$ cat src/rtl/mps_xintf_pkg.sv
// Shared XINTF mailbox definitions: bridge FSM states and the doorbell/status map
// also used by the DSP Handler (Zynq->DSP words 8..47, DSP->Zynq words 128..176).
package mps_xintf_pkg;

    typedef enum logic [2:0] {
        ST_IDLE,
        ST_W_EXEC,
        ST_R_FETCH,
        ST_R_WAIT,
        ST_R_DRIVE,
        ST_R_HOLD
    } xintf_state_e;

    localparam logic [8:0] XINTF_RD_DONE_ADDR = 9'd0;
    localparam logic [8:0] XINTF_STATUS_ADDR  = 9'd1;
    localparam logic [8:0] XINTF_WR_DONE_ADDR = 9'd127;
    localparam logic [8:0] XINTF_DSP_WR_BASE  = 9'd128;

endpackage

$ cat src/rtl/xintf_strobe_sync.sv
// Two-flop synchronisers and edge detection for the XINTF CS/WE/RD strobes.
module xintf_strobe_sync (
    input  logic i_clk,
    input  logic i_rst,
    input  logic i_cs_n,
    input  logic i_we_n,
    input  logic i_rd_n,
    output logic o_cs_n_s,
    output logic o_we_fall,
    output logic o_rd_fall,
    output logic o_rd_rise,
    output logic o_cs_rise
);

    // bit order {rd, we, cs}
    logic [2:0] meta_q;
    logic [2:0] sync_q;
    logic [2:0] prev_q;
    logic [1:0] arm_q;

    // Sync flops reset to "asserted" and arming needs a seen-high level, so a strobe
    // still held low across reset cannot produce a falling edge.
    always_ff @(posedge i_clk) begin
        if (i_rst) begin
            meta_q <= '0;
            sync_q <= '0;
            prev_q <= '1;
            arm_q  <= '0;
        end else begin
            meta_q <= {i_rd_n, i_we_n, i_cs_n};
            sync_q <= meta_q;
            prev_q <= sync_q;
            arm_q  <= arm_q | sync_q[2:1];
        end
    end

    assign o_cs_n_s  = sync_q[0];
    assign o_we_fall = arm_q[0] & prev_q[1] & ~sync_q[1];
    assign o_rd_fall = arm_q[1] & prev_q[2] & ~sync_q[2];
    assign o_rd_rise = ~prev_q[2] & sync_q[2];
    assign o_cs_rise = ~prev_q[0] & sync_q[0];

endmodule

$ cat src/rtl/dsp_xintf_bridge.sv
// DSP-side XINTF bridge onto BRAM port B with doorbells, status word and link timeout.
//   state    | meaning
//   IDLE     | wait for a synced WE/RD falling edge with CS low
//   W_EXEC   | one-cycle decode: doorbell, BRAM write or protection error
//   R_FETCH  | BRAM port-B read issued
//   R_WAIT   | BRAM latency; read data / status latched to the pad register
//   R_DRIVE  | data bus driven
//   R_HOLD   | keep driving until RD or CS rises
module dsp_xintf_bridge
    import mps_xintf_pkg::*;
#(
    parameter int unsigned       ADDR_W       = 9,
    parameter int unsigned       DATA_W       = 16,
    parameter logic [ADDR_W-1:0] RD_DONE_ADDR = XINTF_RD_DONE_ADDR,
    parameter logic [ADDR_W-1:0] WR_DONE_ADDR = XINTF_WR_DONE_ADDR,
    parameter logic [ADDR_W-1:0] STATUS_ADDR  = XINTF_STATUS_ADDR,
    parameter logic [ADDR_W-1:0] DSP_WR_BASE  = XINTF_DSP_WR_BASE,
    parameter logic [31:0]       TIMEOUT_CYC  = 32'd1_000_000
) (
    input  logic              i_clk,
    input  logic              i_rst,
    input  logic              i_xintf_cs_n,
    input  logic              i_xintf_we_n,
    input  logic              i_xintf_rd_n,
    input  logic [ADDR_W-1:0] i_xintf_addr,
    input  logic [DATA_W-1:0] i_xintf_din,
    output logic [DATA_W-1:0] o_xintf_dout,
    output logic              o_xintf_oe,
    output logic [ADDR_W-1:0] o_bram_addr,
    output logic [DATA_W-1:0] o_bram_din,
    output logic              o_bram_en,
    output logic              o_bram_we,
    input  logic [DATA_W-1:0] i_bram_dout,
    input  logic              i_w_valid,
    output logic              o_w_ready,
    output logic              o_r_valid,
    output logic              o_wr_err,
    output logic              o_link_timeout
);

    logic cs_n_s, we_fall, rd_fall, rd_rise, cs_rise;

    xintf_strobe_sync u_sync (
        .i_clk     (i_clk),
        .i_rst     (i_rst),
        .i_cs_n    (i_xintf_cs_n),
        .i_we_n    (i_xintf_we_n),
        .i_rd_n    (i_xintf_rd_n),
        .o_cs_n_s  (cs_n_s),
        .o_we_fall (we_fall),
        .o_rd_fall (rd_fall),
        .o_rd_rise (rd_rise),
        .o_cs_rise (cs_rise)
    );

    xintf_state_e      state_q, state_d;
    logic [ADDR_W-1:0] addr_q, addr_d;
    logic [DATA_W-1:0] din_q, din_d;
    logic [DATA_W-1:0] dout_q, dout_d;
    logic              oe_q, oe_d;
    logic              wr_err_q, wr_err_d;
    logic              status_q, status_d;
    logic              wvalid_prev_q;
    logic [31:0]       tmo_q, tmo_d;
    logic              rd_done, wr_done;

    always_comb begin
        state_d     = state_q;
        addr_d      = addr_q;
        din_d       = din_q;
        dout_d      = dout_q;
        oe_d        = oe_q;
        wr_err_d    = wr_err_q;
        rd_done     = 1'b0;
        wr_done     = 1'b0;
        o_bram_addr = '0;
        o_bram_din  = '0;
        o_bram_en   = 1'b0;
        o_bram_we   = 1'b0;

        case (state_q)
            ST_IDLE: begin
                if (we_fall && !cs_n_s) begin
                    state_d = ST_W_EXEC;
                    addr_d  = i_xintf_addr;
                    din_d   = i_xintf_din;
                end else if (rd_fall && !cs_n_s) begin
                    state_d = ST_R_FETCH;
                    addr_d  = i_xintf_addr;
                end
            end
            ST_W_EXEC: begin
                state_d = ST_IDLE;
                if (addr_q == RD_DONE_ADDR) begin
                    rd_done = 1'b1;
                end else if (addr_q == WR_DONE_ADDR) begin
                    wr_done = 1'b1;
                end else if (addr_q >= DSP_WR_BASE) begin
                    o_bram_en   = 1'b1;
                    o_bram_we   = 1'b1;
                    o_bram_addr = addr_q;
                    o_bram_din  = din_q;
                end else begin
                    wr_err_d = 1'b1;
                end
            end
            ST_R_FETCH: begin
                o_bram_en   = 1'b1;
                o_bram_addr = addr_q;
                state_d     = ST_R_WAIT;
            end
            ST_R_WAIT: begin
                // pad data is registered so the bus sees a clean value from R_DRIVE on
                state_d = ST_R_DRIVE;
                oe_d    = 1'b1;
                dout_d  = (addr_q == STATUS_ADDR) ? {{(DATA_W-1){1'b0}}, status_q} : i_bram_dout;
            end
            ST_R_DRIVE, ST_R_HOLD: begin
                if (rd_rise || cs_rise) begin
                    state_d = ST_IDLE;
                    oe_d    = 1'b0;
                end else begin
                    state_d = ST_R_HOLD;
                end
            end
            default: begin
                state_d = ST_IDLE;
                oe_d    = 1'b0;
            end
        endcase
    end

    assign o_w_ready = rd_done;
    assign o_r_valid = wr_done;

    always_comb begin
        status_d = status_q;
        if (i_w_valid && !wvalid_prev_q) begin
            status_d = 1'b1;
        end else if (rd_done) begin
            status_d = 1'b0;
        end

        tmo_d = tmo_q;
        if (rd_done || wr_done) begin
            tmo_d = '0;
        end else if (tmo_q != TIMEOUT_CYC) begin
            tmo_d = tmo_q + 32'd1;
        end
    end

    always_ff @(posedge i_clk) begin
        if (i_rst) begin
            state_q       <= ST_IDLE;
            addr_q        <= '0;
            din_q         <= '0;
            dout_q        <= '0;
            oe_q          <= 1'b0;
            wr_err_q      <= 1'b0;
            status_q      <= 1'b0;
            wvalid_prev_q <= 1'b0;
            tmo_q         <= '0;
        end else begin
            state_q       <= state_d;
            addr_q        <= addr_d;
            din_q         <= din_d;
            dout_q        <= dout_d;
            oe_q          <= oe_d;
            wr_err_q      <= wr_err_d;
            status_q      <= status_d;
            wvalid_prev_q <= i_w_valid;
            tmo_q         <= tmo_d;
        end
    end

    assign o_xintf_dout   = dout_q;
    assign o_xintf_oe     = oe_q;
    assign o_wr_err       = wr_err_q;
    assign o_link_timeout = (tmo_q == TIMEOUT_CYC);

endmodule

$ cat config.mk
export PLATFORM = sky130hd
export DESIGN_NAME = dsp_xintf_bridge
export DESIGN_NICKNAME = d
export VERILOG_FILES = /design/src/rtl/mps_xintf_pkg.sv /design/src/rtl/xintf_strobe_sync.sv /design/src/rtl/dsp_xintf_bridge.sv
export SDC_FILE = /design/constraint.sdc
export NUM_CORES = 1
export LEC_CHECK = 0
export CAP_MARGIN = 15
export CORE_MARGIN = 4
export CORE_UTILIZATION = 35
export DETAILED_ROUTE_END_ITERATION = 10
export DONT_BUFFER_PORTS = 1
export HOLD_SLACK_MARGIN = 0.12
export SYNTH_ARGS = -nofsm -noshare
export SYNTH_HDL_FRONTEND = slang
export SYNTH_HIERARCHICAL = 1
export SYNTH_SLANG_ARGS = --single-unit
$ cat constraint.sdc
create_clock -name i_clk -period 2.3 [get_ports i_clk]
set_clock_uncertainty 0.05 [all_clocks]
set_input_delay 0.345 -clock i_clk [delete_from_list [all_inputs] [get_ports i_clk]]
set_output_delay 0.345 -clock i_clk [all_outputs]
set_load 0.01 [all_outputs]
==> key figures <==
Clock tree
  • Clock root cell: clkbuf_16
  • Clock transition at path regs: 60 ps
  • Clock latency on the worst-skew pair: 340 ps
  • Num CTS Buffers: 9
  • Max Root-Sink Buffers: 2
  • Num Clock Sinks: 91
  • TritonCTS clock tree: done
  • H-tree levels: 3

STA
  • Final TNS setup: 0 ps
  • Final hold vios: 0
  • Fin crit period: 2220 ps
  • Slew headroom: 63.6%
  • Max Clock Freq: 450 MHz
  • Worst-margin pin slew: 546 ps
  • Final Max Tran Viols: 0
  • Final setup violation count: 0
  • Unrepaired setup endpoints after global routing: no
  • Tcrit/Tclk final: 96.6%
  • Final worst slack: 77.4 ps

Synth
  • Yosys warning total: 6
  • Synthesized netlist cell count: 464
  • Sequential share of the synthesized area: 44.7%
  • Syn Nets: 513
  • Number of synthesized flops with an enable pin: 0
  • Mapped cell area: 0.00408 sq mm
  • Async set-reset flop share out of synthesis: 0%
  • Avg Cell Area, Syn: 8.79 sq um
  • Ys flop type: dfxtp_1
  • Register bit count reported by yosys: 91
  • Synth top area share: 44.7%
  • Area contributors post-synth: dfxtp_1 (45%), nand2_1 (4.4%), and2_1 (3.2%)
  • Yosys top cell by area: dfxtp_1
  • Netlist cell types: 48

Min path
  • Worst hold path class: input pin to flip-flop
  • Hold-critical path depth: 2
  • Hold endpoint: addr_q[7]
  • HP Start: i_xintf_addr[7]

Place
  • Hpwl dp: 6.35 mm
  • Inst Count DP: 589
  • # port buffers: 0
  • Post-Place Worst Slack: -28.4 ps
  • GP Congestion: 0.784

Global route
  • Overflow after GRT: 0
  • Tot GR Track Use: 14.1%
  • First-pass GRT wire length: 15.6 mm
  • Largest net degree at the start of global routing: 89
  • Vias in the first global route: 3284
  • Initial antenna violation count: 0

Floorplan
  • Core box area: 0.0114 sq mm
  • I/O pins: 95
  • Die width: 116 um
  • Die Ht: 116 um
  • Site Rows: 39
  • Initial core utilization: 35.7%
  • Die ar.: 0.0134 sq mm

Setup path
  • Crit path buf inv count: 0
  • Worst R2R Setup Slack: 160 ps
  • Crit path launch type: flip-flop
  • Worst stage delay on the critical path: 530 ps
  • FF-to-FF path depth: 4
  • Cells along the critical path: or3b_2 > or3_4 > nor2_2
  • Worst Setup Path Type: flip-flop to output pin
  • Worst Path Required: 1900 ps
  • Crit Reg-Reg Endpoint: tmo_q[31]
  • Reg2Reg Launch Point: tmo_q[15]
  • CP Capture Type: output pin
  • Critical Path AT: 1830 ps
  • Max FO, Critical Path: 10
  • Slowest stage cell, crit path: or3b_2
  • Crit path max-delay family: simple AND/OR/NAND/NOR gates

Routing
  • DRT antenna net count: 0
  • WL per Instance: 14.9 um
  • Met1 WL: 4.38 mm
  • DRT Wirelength: 9.69 mm
  • Met3 routed WL: 404 um
  • Vias/cell: 5.44
  • First-pass DRT Iterations: 5
  • Initial DRC count: 218
  • # DRC: 0
  • Via count: 3533
  • Highest Signal Layer: met4
  • Met2 wire length: 4.85 mm

Run
  • Max-capacitance violation count: 0

Power and ir drop
  • Leakage: 1.66 nW
  • Power per cell area: 649 mW/mm^2
  • Maximum vdd ir drop: 0.000417 V

Layout
  • Fillers: 1100
  • Reg area: 0.00182 sq mm
  • Multi-input logic area: 0.00212 sq mm
  • Antenna cells: 0
  • Area Growth Syn to Fin: 23.5%
  • Layout cells sized above 1: 11.8%
  • Fin nets: 551
  • Final std cells w/o fill: 650

Run status
  • Status: finished, final reports clean
-- cell usage in the layout (no fill, tap or decap), drive strengths merged, types with 12 or more instances in the layout --
cell type / count
a211oi: 22
a21oi: 25
a22oi: 15
and2: 21
buf: 17
dfxtp: 91
dlygate4sd3: 42
inv: 13
nand2: 48
nand3: 13
nand4: 12
nor2: 34
nor2b: 16
nor3: 15
o31ai: 13
or4: 16
-- how the worst max path moves through the flow --
stage               start             end  slack (ps)  cells after the start
6_report       state_q[2]       o_w_ready          80                      3
5_1_grt          tmo_q[8]  o_link_timeout           7                      4
4_1_cts        state_q[2]  o_bram_addr[0]          10                      4
3_5_place_dp     tmo_q[1]       tmo_q[28]         -30                      5
3_3_place_gp     tmo_q[0]       tmo_q[26]          60                      5
2_1_floorplan  state_q[0]  o_bram_din[10]         170                      5
-- worst register-to-register path, cell delays in order, from the launching register on --
cell,delay [ps]
dfxtp_1,520
nand4_1,120
or4_1,620
or4_1,530
a211oi_2,230
-- power breakdown --
part	switching (mW)	leakage (nW)	internal, mW
clock network	0.660	0.146	0.788
logic	0.0920	0.779	0.102
registers	0.0216	0.739	1.61
-- cells by family (layout without fill, tap and decap cells) --
group / Yosys count / in the layout / synth area share, %
xor gates and xnor gates: 11 / 11 / 2.36
muxes: 10 / 10 / 2.49
and+or+nand+nor: 217 / 217 / 29.1
adders and majority gates: 2 / 2 / 0.614
DFF: 91 / 91 / 44.7
AOI/OAI and AO/OA: 93 / 93 / 16.6
buffers and inverters: 40 / 83 / 4.11
-- per-layer routing --
metal	GRT usage [%]	vias to the layer above
li1	-	1757
met1	18.1	1698
met2	23.9	74
met3	3.29	4
met4	3.79	0
met5	0	-
-- through the flow --
step / hold slack, ps / util (%) / power, mW / instance area [sq um]
finish: 126 / 44.1 / 3.27 / 5040
floorplan: 361 / - / 1.76 / 4080
detailed placement: 371 / 37.1 / 1.76 / 4240
CTS: 121 / 43.7 / 3.30 / 4990
global placement: 368 / 37.1 / 1.76 / 4240
global route: 137 / 44.1 / 3.39 / 5040
-- flip-flops by register name, summed over array words and instances, names as in the netlist --
signal,cells
din_q,16
u_sync/sync_q,3
u_sync/meta_q,3
addr_q,9
status_q,1
u_sync/arm_q,2
wvalid_prev_q,1
tmo_q,32
u_sync/prev_q,3
o_xintf_dout,16
o_xintf_oe,1
o_wr_err,1
state_q,3
-- synthesized netlist by cell type, types with 5 or more instances --
cell type / instances
nor2b_1: 16
a211oi_1: 13
nor2_1: 34
buf_2: 7
xnor2_1: 5
nor3_1: 15
nand2_1: 48
o31ai_1: 13
and4_1: 7
nand4_1: 11
clkbuf_1: 22
inv_1: 8
a22oi_1: 15
nand3_1: 12
nor4_1: 9
o21ai_0: 10
or4_1: 16
xor2_1: 6
or3_1: 7
a211oi_2: 9
a21oi_1: 24
mux2i_1: 9
dfxtp_1: 91
and2_1: 21
-- timing repair --
item / 4_1_cts / 5_1_grt
pin swaps: 0 / 2
buffers inserted: 0 / 2
setup endpoints to repair: 29 / 31
resized for setup: 3 / 10
hold endpoints to repair: 88 / 0
hold buffers: 43 / 0
-- area by class of cell --
class / count / share of cell area (%)
Multi-Input combinational cell: 333 / 42.2
Sequential cell: 91 / 36.2
Timing Repair Buffer: 59 / 11.6
Clock buffer: 10 / 4.75
Tap cell: 143 / 3.55
Clock inverter: 6 / 1.09
Inverter: 8 / 0.596
Power figures use the tool's default switching activity.
